### src/rtl/lc3_bus_keeper.sv
// One-hot merge of N gated sources onto the LC-3 datapath bus with a bus keeper,
// lowest-index priority on collisions, and sticky/counted contention diagnostics.
module lc3_bus_keeper #(
   parameter int WIDTH   = 16,
   parameter int SOURCES = 4,
   parameter int CNT_W   = 8,
   parameter bit KEEP    = 1'b1,
   localparam int IDX_W  = $clog2(SOURCES)
) (
   input  logic                       clk,
   input  logic                       reset,
   input  logic [SOURCES-1:0]         gate,
   input  logic [SOURCES*WIDTH-1:0]   data_in,
   input  logic                       clear_err,
   output logic [WIDTH-1:0]           bus,
   output logic                       driven,
   output logic                       contention,
   output logic [IDX_W-1:0]           last_src,
   output logic                       err_sticky,
   output logic [CNT_W-1:0]           contention_count
);

   // There is no handshake: a source owns the bus for exactly the cycles its
   // gate bit is high, and consumers sample bus only on the rising clk edge.

   logic [WIDTH-1:0] held;
   logic [WIDTH-1:0] win_data;
   logic [IDX_W-1:0] win_idx;
   logic             found;

   assign driven     = |gate;
   // More than one bit set iff clearing the lowest set bit leaves something.
   assign contention = |(gate & (gate - SOURCES'(1)));

   always_comb begin
      win_idx  = '0;
      win_data = '0;
      found    = 1'b0;
      for (int i = 0; i < SOURCES; i++) begin
         if (gate[i] && !found) begin
            found    = 1'b1;
            win_idx  = IDX_W'(i);
            win_data = data_in[i*WIDTH +: WIDTH];
         end
      end
   end

   always_comb begin
      if (driven)
         bus = win_data;
      else if (KEEP)
         bus = held;
      else
         bus = '0;
   end

   // The held value tracks the winner even with KEEP=0, so switching policy
   // never exposes a stale value.
   always_ff @(posedge clk) begin
      if (reset) begin
         held     <= '0;
         last_src <= '0;
      end else if (driven) begin
         held     <= win_data;
         last_src <= win_idx;
      end
   end

   // A collision on the same edge as clear_err is kept: the new event wins.
   always_ff @(posedge clk) begin
      if (reset) begin
         err_sticky       <= 1'b0;
         contention_count <= '0;
      end else if (clear_err && contention) begin
         err_sticky       <= 1'b1;
         contention_count <= CNT_W'(1);
      end else if (clear_err) begin
         err_sticky       <= 1'b0;
         contention_count <= '0;
      end else if (contention) begin
         err_sticky <= 1'b1;
         if (contention_count != {CNT_W{1'b1}})
            contention_count <= contention_count + CNT_W'(1);
      end
   end

endmodule

### config.mk
export PLATFORM = sky130hd
export DESIGN_NAME = lc3_bus_keeper
export DESIGN_NICKNAME = d
export VERILOG_FILES = /design/src/rtl/lc3_bus_keeper.sv
export SDC_FILE = /design/constraint.sdc
export NUM_CORES = 1
export LEC_CHECK = 0
export ABC_CLOCK_PERIOD_IN_PS = 3400
export CORE_AREA = 5 5 73 75
export DETAILED_ROUTE_END_ITERATION = 16
export DIE_AREA = 0 0 78 80
export PLACE_DENSITY = 0.8
export SKIP_CTS_REPAIR_TIMING = 1
export SLEW_MARGIN = 20
export SYNTH_ARGS = -nofsm -noshare
export SYNTH_HDL_FRONTEND = slang
export SYNTH_SLANG_ARGS = --single-unit
### constraint.sdc
create_clock -name clk -period 3.4 [get_ports clk]
set_input_delay 0.68 -clock clk [delete_from_list [all_inputs] [get_ports clk]]
set_output_delay 0.68 -clock clk [all_outputs]
set_load 0.01 [all_outputs]
* Yosys cells after proc, flatten, opt, wreduce, memory -nomap -nowiden
Cells that the tools add are included.
Cells by class: add/subtract/negate cells 2, multipliers 0, divide/modulo/power cells 0, magnitude comparators 0, equal/unequal tests 1, shift operators 0, mux-type cells 18, bitwise operators 1, reductions and logical operators 14
Operator list (count):
- 16-bit two-way mux | 5
- 1-bit two-way mux | 11
- 8-bit by 1-bit adder with 8-bit output (second input constant) | 1
- 8-bit inequality test (second input constant) | 1
- 4-bit OR reduction | 2
- 3-bit nonzero test | 2
- 4-bit AND | 1
- 1-bit logical AND | 4
- 2-bit two-way mux | 2
- 2-bit AND reduction | 2
- 4-bit by 1-bit subtractor with 4-bit output (second input constant) | 1
- 1-bit zero test | 3
- 3-bit OR reduction | 1
Word-level totals: bits in registers 27, bits in latches 0, RAM bits 0, bits in read-only memories 0, input port bits 71, output and inout bits 29, logic and storage cells 41, memories 0

* Depth between registers and ports, before layout
depth in word-level cells 11, depth in mapped cells 7, depth with buffers taken out 5

* Least setup slack after synthesis
No wires, ideal clock.
path type input -> output, start input port gate[2], end output port bus[6], data arrival time 1.999 ns, required time 2.720 ns, slack 0.721 ns, cell stages on the path 7, buffers on the path 3, cells stage by stage buf_2 -> nor2b_1 -> clkbuf_1 -> buf_2 -> a211oi_1 -> o32a_1 -> nor2_1
Between the ends: cells in the longest elaborated chain, start to end 6, elaborated cells between the ends (all ways) 8, classes of those cells mux (4); reduce/logical (4)
RTL lines:
- from (decl) | RTL line 12 | input logic [SOURCES-1:0] gate,
- 1-bit logical AND | RTL line 40 | if (gate[i] && !found) begin
- 1-bit two-way mux | RTL line 40
- 1-bit zero test | RTL line 40
- 1-bit logical AND | RTL line 40
- 16-bit two-way mux | RTL line 40
- 16-bit two-way mux (*) | RTL line 49 | if (driven)
- to (decl) | RTL line 15 | output logic [WIDTH-1:0] bus,
Mark *: on every way between the ends. The rest lies on a longest branch, timed or not.

* Final worst setup path
start input port gate[3], end output port bus[9]
Between the ends: cells in the longest elaborated chain, start to end 3, elaborated cells between the ends (all ways) 4, classes of those cells mux (2); reduce/logical (2)
RTL lines (RTL line):
- 1-bit logical AND | 40
- 16-bit two-way mux | 40
- 16-bit two-way mux (*) | 49
Marked as above.

==> summary.md <==
| Metric | Value |
|---|---|
| Leading area contributor after synthesis | sky130_fd_sc_hd__dfxtp_1 |
| Dominant register cell in the synthesized netlist | sky130_fd_sc_hd__dfxtp_1 |
| Placed wire-length estimate after detailed placement | 4817 um |
| Final hold violations | 0 |
| Required time at the worst-slack endpoint | 2720 ps |
| Leading cell types by count after synthesis | 34 x sky130_fd_sc_hd__nor2_1, 33 x sky130_fd_sc_hd__a211oi_1, 30 x sky130_fd_sc_hd__nor2b_1 |
| Number of storage elements in the synthesis netlist | 27 |
| Peak clock frequency supported by timing | 299.4 MHz |
| Transition time at the pin with the least slew margin | 516.4 ps |
| Pin count of the biggest net entering global routing | 24 |
| Routability congestion estimate from global placement | 0.9319 |
| IO buf count | 99 |
| Clock sink count | 27 |
| Area Growth Syn to Fin | 66.17% |
| Layout cell share with drive strength beyond 1 | 0.08788 |
| Count of mapped cells out of synthesis | 232 |
| Clock tree from TritonCTS | built |
| Total congestion overflow | 0 |
| Power per standard cell area | 284.0 mW/mm^2 |
| IO Count | 100 |
| Time the final worst path needs with I/O delays and setup | 3340 ps |
| Unique masters post-synth | 34 |
| Data arrival time of the worst path | 2660 ps |
| Sort of element at the end of the critical path | output pin |
| Top cells by area, synth | sky130_fd_sc_hd__dfxtp_1 31%, sky130_fd_sc_hd__a211oi_1 14%, sky130_fd_sc_hd__nor2b_1 11% |
| Wire length of the first global-routing pass | 9694 um |
| Total Nets Final | 403 |
| Clock Skews | 3.276 ps |
| Max IR drop VDD | 0.1681 mV |
| TritonCTS Buffers | 3 |
| Min-Delay Path Class | reg -> reg |
| Syn. warnings | 0 |
| Via count normalized by instance count | 5.573 |
| Proportion of synthesized chip area in sequential cells | 0.3057 |
| Library cell used as clock root buffer | sky130_fd_sc_hd__clkbuf_8 |
| Maximum fanout encountered on the critical timing path | 4 |
| Finish-stage setup viols | 0 |
| RSZ-0062 raised after global routing | true |
| Number of global-route vias before repair | 2116 |
| Clock buffer depth | 2 |
| Synth Area per Inst | 7.620 sq um |
| Detailed Routing Iterations Pass 1 | 4 |
| Antenna Cells | 0 |
| Number of synthesized flops with an enable pin | 0 |
| Mapped Area | 0.001768 sq mm |
| Die Ht | 80 um |
| Share of the synthesized area in the top cell type | 0.3057 |
| Total negative slack | 0 ps |
| Total DRC errors in the routed layout | 0 |
| Total cell area at the placement stage | 0.002882 sq mm |
| Drt initial violations | 85 |
| Clock latency on the worst-skew pair | 270 ps |
| Worst max-slew margin expressed relative to the limit | 0.6531 |
| Worst Setup Start Kind | input port |
| Leakage power | 1.070 nW |
| Most common cell in the netlist | sky130_fd_sc_hd__nor2_1 |
| Initial antenna violation count | 0 |
| H-tree lvl count | 1 |
| Avg WL per Cell | 16.13 um |
| Layout Utilization | 0.6389 |
| Share of the cycle needed by the critical path after routing | 0.9824 |
| Class of the most critical setup path | in -> out |
| Max Cap Viol | 0 |
| Post-Synthesis Net Count | 304 |
| Standard-cell row count | 25 |
| Final non-filler cell area | 0.002938 sq mm |
| Share of synthesized registers carrying an async set or reset | 0 |
| Initial Util | 0.3845 |
| Total GRT Usage | 0.1885 |
| Number of vias in the routed layout | 2140 |
| Area inside the core boundary | 0.004598 sq mm |
| Die Footprint | 0.006240 sq mm |
| Final wirelength | 6195 um |
| Result of the run | finished clean |
| Clock Pin Slew Worst Setup and Hold Paths | 100 ps |
| Detail Route Antenna Nets | 0 |
| Die Width | 78 um |
| Final number of max-transition violations | 0 |
==> cells in the final DEF (no fill, tap or decap), drive strengths merged, types with 4 or more instances in the layout <==
cell type      instances
buf                   20
clkdlybuf4s50         95
inv                    5
dfxtp                 27
nor3                  20
a21oi                  5
nand3                  5
a211oi                33
nor2                  34
nor2b                 30
nand2                  4
o32a                  14
==> layer usage <==
metal	routed length (um)	GRT usage
met5	0	0
met4	88	0.05912
met3	540	0.04966
met2	3011	0.3147
met1	2555	0.2357
==> kinds of logic after synthesis <==
family | Yosys count | synth area share
flip-flops | 27 | 0.3057
AO/OA/AOI/OAI | 68 | 0.3072
multiplexers | 2 | 0.01132
AND/OR/NAND/NOR | 105 | 0.3043
buffers and inverters | 29 | 0.06440
adder cells (fa/ha/maj) | 1 | 0.007076
==> flip-flops by register name, summed over array words and instances (netlist names) <==
| signal | count |
|---|---|
| contention_count | 8 |
| err_sticky | 1 |
| held | 16 |
| last_src | 2 |
==> path summary, 6_finish.rpt <==
check	from	end	slack [ps]	cells past startpoint
worst min-delay path	err_sticky	err_sticky	490	2
worst max register to register	contention_count[3]	contention_count[5]	1610	4
worst max-delay path	gate[3]	bus[9]	60	7
worst min register to register	err_sticky	err_sticky	490	2
==> through the flow <==
| step | hold WS [ps] | worst slack [ps] | total power, mW | cells |
|---|---|---|---|---|
| after floorplan | 475.9 | 721.4 | 0.4778 | 232 |
| after global placement | 460.3 | -17.57 | 0.6516 | 380 |
| after detailed placement | 482.1 | -25.56 | 0.6546 | 380 |
| after CTS | 496.3 | -58.30 | 0.8432 | 384 |
| after global routing | 535.5 | -27.94 | 0.8808 | 384 |
| final | 489.3 | 59.78 | 0.8344 | 384 |
==> report_power, final <==
part / internal [mW] / switching, mW / leakage [nW]
registers: 0.336 / 0.00821 / 0.223
logic: 0.183 / 0.120 / 0.822
clock network: 0.0822 / 0.105 / 0.0255
total: 0.601 / 0.233 / 1.07
==> final cells by class <==
| type | count | area, sq um |
|---|---|---|
| fill | 399 | 1660 |
| timing repair buffer | 118 | 1149 |
| multi-input combinational | 176 | 1116 |
| sequential | 27 | 540.5 |
| tap | 54 | 67.56 |
| clock buffer | 3 | 41.29 |
| inverter | 5 | 18.77 |
| clock inverter | 1 | 5.005 |
==> worst max-delay path: stages <==
cell                              delay (ps)
sky130_fd_sc_hd__clkdlybuf4s50_1         430
sky130_fd_sc_hd__o21bai_1                290
sky130_fd_sc_hd__buf_4                   210
sky130_fd_sc_hd__a211oi_1                 50
sky130_fd_sc_hd__o32a_1                  310
sky130_fd_sc_hd__nor2_1                  130
sky130_fd_sc_hd__clkdlybuf4s50_1         570
Note: power is estimated with default switching activity, not from simulation.
==> edit: new RTL, same flow settings <==
Add an input register stage for `gate`; this delays it by one clock. The other inputs are not delayed to match.
--- a/src/rtl/lc3_bus_keeper.sv
+++ b/src/rtl/lc3_bus_keeper.sv
@@ -20,6 +20,12 @@
    output logic [CNT_W-1:0]           contention_count
 );
 
+   logic [SOURCES-1:0] gate_q;
+
+   always_ff @(posedge clk) begin
+      gate_q <= gate;
+   end
+
    // There is no handshake: a source owns the bus for exactly the cycles its
    // gate bit is high, and consumers sample bus only on the rising clk edge.
 
@@ -28,16 +34,16 @@
    logic [IDX_W-1:0] win_idx;
    logic             found;
 
-   assign driven     = |gate;
+   assign driven     = |gate_q;
    // More than one bit set iff clearing the lowest set bit leaves something.
-   assign contention = |(gate & (gate - SOURCES'(1)));
+   assign contention = |(gate_q & (gate_q - SOURCES'(1)));
 
    always_comb begin
       win_idx  = '0;
       win_data = '0;
       found    = 1'b0;
       for (int i = 0; i < SOURCES; i++) begin
-         if (gate[i] && !found) begin
+         if (gate_q[i] && !found) begin
             found    = 1'b1;
             win_idx  = IDX_W'(i);
             win_data = data_in[i*WIDTH +: WIDTH];
Check against the original RTL: not equivalent (Yosys sat finds a counterexample within 4 cycles, from zero or initial values and one cycle with reset high).
==> edit against the unedited design <==
  * Final area rose by 1.3%
  * Worst setup slack improved by 0.14 ns
  * Synthesized area rose by 4.8%
  * Worst hold slack got worse by 0.012 ns
  * Final cell count rose by 0.26%
  * Power rose by 19%
  * Sequential power rose by 16%
  * Die area did not move
  * Sequential cell count rose by 4
  * Critical path type is now flop to primary output
  * Wire length fell by 2.6%
  * Clock skew rose by 0.0026 ns
  * Largest power group unchanged
  * Count of clock-buffer cells in the layout rose by 3
  * Synthesized cell count rose by 1.7%
  * Register-to-register slack got worse by 0.46 ns
==> edit: results <==
[drt]
dr_wl_met3_um = 535
drtIter0Drc = 68
vias = 2099
wl_met2_um = 2920
drt-met1-wl_um = 2500

[setup_path]
regToRegSetupSlack_ns = 1.15
r2r-start = gate_q[0]
r2r-end = contention_count[6]
critPathCapture = contention
worst_ep_arrival_time_ns = 2.52

[clocking]
cts_buffers = 5
cts_htree_levels = 2
clk_latency_ns = 0.29
cts.clk_slew.worst_paths_ns = 0.07

[placement]
gp_congestion = 0.840
pre_cts_ws_ns = 0.406
placedInstanceArea_sq_um = 2890
hpwl_um = 4570
placedCellCount = 378

[yosys]
ys_types = 35
synthTopCellsByCount = nor2_1, dfxtp_1, nor2b_1
synthMuxAreaShare_pct = 1.62
netlist_top_cells_area = dfxtp_1, a211oi_1, nor2b_1
syn_nets = 308
synthAdderAreaFrac_pct = 0.675

[sta]
finClkSkew_ns = 0.00590
slew-limit-headroom_pct = 66.9
holdWs_ns = 0.477
finalCritPeriodShare_pct = 94.3

[finish]
reg_top3 = held x16, contention_count x8, gate_q x4

[global_route]
grt_first_pass_wirelength_um = 9500
grt_pass1_vias = 1967
grtUsageTotal_pct = 18.9
grt_max_degree = 23
grt_use_met3_pct = 6.88
grtUsageMet2_pct = 31.6

[status]
status = complete, no violations

[pwr]
vdd.ir_drop.worst_mv = 0.249
cellLeakagePower_nw = 1.08
## edit: cell types whose count changed after synthesis, moves of 3 or more
| cell | unedited run | this run |
|---|---|---|
| clkbuf_1 | 19 | 14 |
| a211oi_1 | 33 | 30 |
| or3_1 | 1 | 6 |
| dfxtp_1 | 27 | 31 |
## edit: worst reg2reg max path, cell delays in order, from the launching register on
cell and delay [ns]:
dfxtp_1 0.60, buf_4 0.29, a211oi_1 0.05, or3_1 0.54, or4_1 0.56, a21oi_1 0.15
## edit: power by group through the flow
stage	logic, mW	clock network, mW	registers (mW)
after floorplan	0.130	0	0.404
after global placement	0.289	0	0.406
after detailed placement	0.292	0	0.406
after CTS	0.293	0.300	0.398
after global routing	0.316	0.316	0.401
final	0.292	0.299	0.398
## edit: layout make-up
type                            count  area [sq um]
Fill cell                         389          1620
Inverter                            5          18.8
Sequential cell                    31           621
Tap cell                           54          67.6
Timing Repair Buffer              110          1070
Multi-Input combinational cell    178          1110
Clock buffer                        6          82.6
Clock inverter                      1          5.00
